[src/rtl/cnt_burst_sequencer.sv]
// Round-robin burst sequencer that shares one saturating up/down counter between NREQ requesters.
// Each granted burst is clamped to the counter headroom and issued as one strobe per cycle.
module cnt_burst_sequencer #(
    parameter int NREQ  = 4,
    parameter int WIDTH = 8,
    parameter int LENW  = 4
) (
    input  logic                 clk,
    input  logic                 reset,
    input  logic [NREQ-1:0]      req,
    input  logic [NREQ-1:0]      dir,
    input  logic [NREQ*LENW-1:0] len,
    output logic [NREQ-1:0]      gnt,
    output logic [NREQ-1:0]      done,
    output logic                 sat,
    output logic                 busy,
    output logic                 up,
    output logic                 down,
    output logic [WIDTH-1:0]     cnt
);

    localparam int IW = (NREQ > 1) ? $clog2(NREQ) : 1;
    localparam int CW = WIDTH + LENW;

    typedef enum logic [1:0] {
        IDLE,
        RUN,
        DONE
    } state_t;

    state_t state, state_n;

    logic [IW-1:0]   rr_ptr;
    logic [IW-1:0]   gnt_idx;
    logic [IW-1:0]   sel_idx;
    logic            found;
    logic            dir_q;
    logic            sat_q;
    logic [LENW-1:0] remaining;
    logic [LENW-1:0] len_sel;
    logic [LENW-1:0] eff;
    logic [WIDTH-1:0] headroom;
    logic            sat_n;

    function automatic logic [IW-1:0] wrap_idx(input logic [IW-1:0] base, input int offset);
        int sum;
        sum = int'(base) + offset;
        if (sum >= NREQ) sum = sum - NREQ;
        return IW'(sum);
    endfunction

    // Search starts at the RR pointer so the last-served requester drops to lowest priority.
    always_comb begin
        found   = 1'b0;
        sel_idx = '0;
        for (int i = 0; i < NREQ; i++) begin
            if (!found && req[wrap_idx(rr_ptr, i)]) begin
                found   = 1'b1;
                sel_idx = wrap_idx(rr_ptr, i);
            end
        end
    end

    // Clamp the requested length to the distance left before the counter would wrap.
    always_comb begin
        len_sel  = len[sel_idx*LENW +: LENW];
        headroom = dir[sel_idx] ? ({WIDTH{1'b1}} - cnt) : cnt;
        sat_n    = CW'(len_sel) > CW'(headroom);
        eff      = sat_n ? LENW'(headroom) : len_sel;
    end

    always_ff @(posedge clk) begin
        if (reset) state <= IDLE;
        else       state <= state_n;
    end

    always_comb begin
        state_n = state;
        case (state)
            IDLE: begin
                if (found) state_n = (eff == '0) ? DONE : RUN;
            end
            RUN: begin
                if (remaining == LENW'(1)) state_n = DONE;
            end
            DONE:    state_n = IDLE;
            default: state_n = IDLE;
        endcase
    end

    always_ff @(posedge clk) begin
        if (reset) begin
            gnt       <= '0;
            gnt_idx   <= '0;
            rr_ptr    <= '0;
            dir_q     <= 1'b0;
            sat_q     <= 1'b0;
            remaining <= '0;
            cnt       <= '0;
        end else begin
            if (up)        cnt <= cnt + 1'b1;
            else if (down) cnt <= cnt - 1'b1;

            case (state)
                IDLE: begin
                    if (found) begin
                        gnt       <= NREQ'(1) << sel_idx;
                        gnt_idx   <= sel_idx;
                        dir_q     <= dir[sel_idx];
                        sat_q     <= sat_n;
                        remaining <= eff;
                    end
                end
                RUN: begin
                    remaining <= remaining - 1'b1;
                end
                DONE: begin
                    gnt    <= '0;
                    rr_ptr <= (gnt_idx == IW'(NREQ - 1)) ? '0 : gnt_idx + 1'b1;
                end
                default: begin
                    gnt <= '0;
                end
            endcase
        end
    end

    always_comb begin
        up   = (state == RUN) && dir_q;
        down = (state == RUN) && !dir_q;
        done = (state == DONE) ? gnt : '0;
        sat  = (state == DONE) && sat_q;
        busy = (state != IDLE);
    end

    // Structural invariants: single grant, exclusive strobes, no wrap at either limit.
    always_ff @(posedge clk) begin
        if (!reset) begin
            assert ($onehot0(gnt));
            assert (!(up && down));
            assert (!(up && (cnt == {WIDTH{1'b1}})));
            assert (!(down && (cnt == '0)));
        end
    end

endmodule

[config.mk]
export PLATFORM = sky130hd
export DESIGN_NAME = cnt_burst_sequencer
export DESIGN_NICKNAME = d
export VERILOG_FILES = /design/src/rtl/cnt_burst_sequencer.sv
export SDC_FILE = /design/constraint.sdc
export NUM_CORES = 1
export LEC_CHECK = 0
export ABC_AREA = 1
export CORE_ASPECT_RATIO = 0.7
export CORE_MARGIN = 2
export CORE_UTILIZATION = 40
export CTS_CLUSTER_DIAMETER = 40
export DETAILED_ROUTE_END_ITERATION = 8
export PLACE_DENSITY = 0.68
export SLEW_MARGIN = 20
export SYNTH_ARGS = -nofsm -noshare
export SYNTH_HDL_FRONTEND = slang
export SYNTH_SLANG_ARGS = --single-unit
[constraint.sdc]
create_clock -name clk -period 2.8 [get_ports clk]
set_input_delay 0.28 -clock clk [delete_from_list [all_inputs] [get_ports clk]]
set_output_delay 0.28 -clock clk [all_outputs]
set_load 0.1 [all_outputs]
==> metrics.yaml <==
status:
  status: "finished, violations left"
  violations: "negative setup slack"
placement:
  dp_hpwl_mm: 4.61
  placedCellCount: 480
  port_buffers: 45
  dp_slack_ps: -720
  gp_congestion: 0.868
sta:
  rsz0062_at_grt: "true"
  slew_viol_final: 0
  timing.final.ws_setup_ps: -550
  finalHoldViolCount: 0
  worstMarginPinSlew_ps: 415
  tns_ps: -3270
  fmax_ghz: 0.299
  post-route-min-period_ps: 3350
  fin_hold_ws_ps: 498
  relSlewSlack_pct: 72.3
  skew_ps: 3.00
  fin_crit_sh_pct: 120
  setup_viol: 7
worst_setup_path:
  worst-r2r-cell-count: 28
  timing.rr.end: "state[0]"
  crit_type: "flip-flop to flip-flop"
  crit_path_start_kind: "flip-flop"
  reg2reg_slack_ps: -550
  crit_arrival_ps: 3570
  worstPathMaxFanout: 7
  r2r-start: "rr_ptr[0]"
  cpMaxStageDelayCell: "dfxtp_4"
  critPathRequiredTime_ps: 3020
  max_stage_delay_ps: 380
  end_kind: "flip-flop"
routing:
  first_pass_iters: 5
  postRouteAntennaNets: 0
  drc: 0
  wl_mm: 6.54
  drt_iter0_markers: 103
  routedWlPerCell_um: 13.1
  via_per_inst: 4.87
  vias: 2430
synth:
  yosys_warnings: 0
  synth_compound_area_share_pct: 13.5
  avgSynthCellArea_um2: 6.32
  synth_cell_types: 34
  synth-seq-area-share_pct: 22.9
  syn-cell-area_um2: 2100
  synth_mux_area_share_pct: 0
  syn_nets: 372
  ys_ff_latch: 24
  synth_xor_area_share_pct: 2.86
  yosys.area_share.simple_pct: 40.0
  synth_fa_ha_area_share_pct: 8.70
  synthCells: 332
  synth_top_family_by_area: "simple AND/OR/NAND/NOR gates"
cts:
  clkTransAtPathRegs_ps: 100
  cts_tree: "yes"
  cts.sinks: 24
  cts_root_buf: "clkbuf_8"
  cts_max_level: 1
  numCtsBuffers: 3
  clk_path_buf_depth: 2
  clock_latency_ps: 280
worst_hold_path:
  min_from: "gnt[2]"
  hold_depth: 2
  hold_path.class: "flip-flop to flip-flop"
  min_to: "gnt[2]"
die:
  die_area_um2: 5850
  die_w_um: 90.6
  initial_utilization_pct: 40.8
  die-height_um: 64.6
  num_rows: 22
  ioPinCount: 46
  coreArea_um2: 5150
job:
  maxCapViolations: 0
finish:
  drive_gt1_share_pct: 36.8
  final_common_cell: "buf_4"
  stdcell_count: 499
  area_growth_pct: 57.2
  final_nets: 468
  mostFrequentLayoutCells: "buf_4, nand2_1, inv_1"
  antenna_cells: 0
global_routing:
  grt_overflow: 0
  antenna_found_initial: 0
  grt_pass1_vias: 2195
  grt_usage_pct: 22.0
  grt_first_pass_wirelength_mm: 10.4
  grt_max_degree: 15
-- how the worst max path moves through the flow --
stage               end  slack [ps]  cells after the start       from
3_3_place_gp   state[0]        -700                     27     req[3]
3_5_place_dp   state[0]        -720                     28     req[1]
6_report       state[0]        -550                     28  rr_ptr[0]
4_1_cts        state[0]        -350                     26  rr_ptr[0]
5_1_grt        state[0]        -750                     26  rr_ptr[0]
2_1_floorplan    cnt[7]        -140                     19   state[0]
-- per-layer routing --
metal  GRT usage, %  up-vias  routed length (µm)  part of all wire [%]
li1               -     1250                   -                     -
met1           33.2     1100                3340                    51
met2           32.6       74                2790                    43
met3           3.72        6                 344                   5.3
met4           4.23        0                  73                   1.1
met5              0        -                   0                     0
-- cell type report --
| cell class | count | area [µm²] |
|---|---|---|
| Clock inverter | 1 | 30.0 |
| Inverter | 57 | 226 |
| Sequential cell | 24 | 488 |
| Timing Repair Buffer | 98 | 822 |
| Tap cell | 72 | 90.1 |
| Clock buffer | 3 | 41.3 |
| Multi-Input combinational cell | 244 | 1600 |
| Fill cell | 449 | 1850 |
-- cells in the mapped netlist, drive strengths merged --
cell type / instances / share of area (%)
nand2: 106 / 22
inv: 57 / 10
nor2: 35 / 7.3
a21oi: 24 / 5.7
dfxtp: 24 / 23
nand3: 20 / 7.2
o21ai: 16 / 4.0
ha: 13 / 7.7
a31oi: 6 / 1.8
nand4: 5 / 1.5
clkbuf: 4 / 0.71
xor2: 4 / 2.0
buf: 3 / 1.1
nor3: 3 / 0.71
o221ai: 2 / 0.83
or2: 2 / 0.60
xnor2: 2 / 0.83
a221oi: 1 / 0.42
fa: 1 / 0.95
nand3b: 1 / 0.36
nor4: 1 / 0.30
o211ai: 1 / 0.36
o21bai: 1 / 0.36
-- cells by family (layout without fill, tap and decap cells) --
logic type               after synthesis  count (layout)
AND/OR/NAND/NOR                      173             173
buffers and inverters                 64             159
AO/OA/AOI/OAI                         51              51
flip-flops                            24              24
adder cells (fa/ha/maj)               14              14
XOR/XNOR                               6               6
-- state kept, by name, summed over array words and instances (netlist names) --
signal	cells
state	2
dir_q	1
cnt	8
sat_q	1
gnt_idx	2
gnt	4
remaining	4
rr_ptr	2
-- metrics by stage --
| step | cell area, µm² | utilization, % |
|---|---|---|
| 5_1_grt | 3300 | 64.1 |
| 2_1_floorplan | 2170 | - |
| 3_5_place_dp | 2900 | 56.3 |
| 3_3_place_gp | 2900 | 56.3 |
| 6_report | 3300 | 64.1 |
| 4_1_cts | 3170 | 61.6 |
-- worst max-delay path: cells and delay by family (launching register included) --
family | cells | cell delay (ps)
AOI/OAI and AO/OA | 4 | 590
buffers and inverters | 4 | 350
and+or+nand+nor | 18 | 1570
adders and majority gates | 1 | 260
xor gates and xnor gates | 1 | 120
DFF | 1 | 380
-- what timing repair did --
action                                  CTS  global route
pin swaps                                13            22
hold endpoints to repair                  0             0
buffers inserted                         10             5
hold buffers                              0             0
gates resized for setup                  40            19
endpoints found under the setup margin    7             8
Power is left out: the tool's default activity adds up to more than one toggle a clock period on the data nets, which glitch-free logic cannot reach.
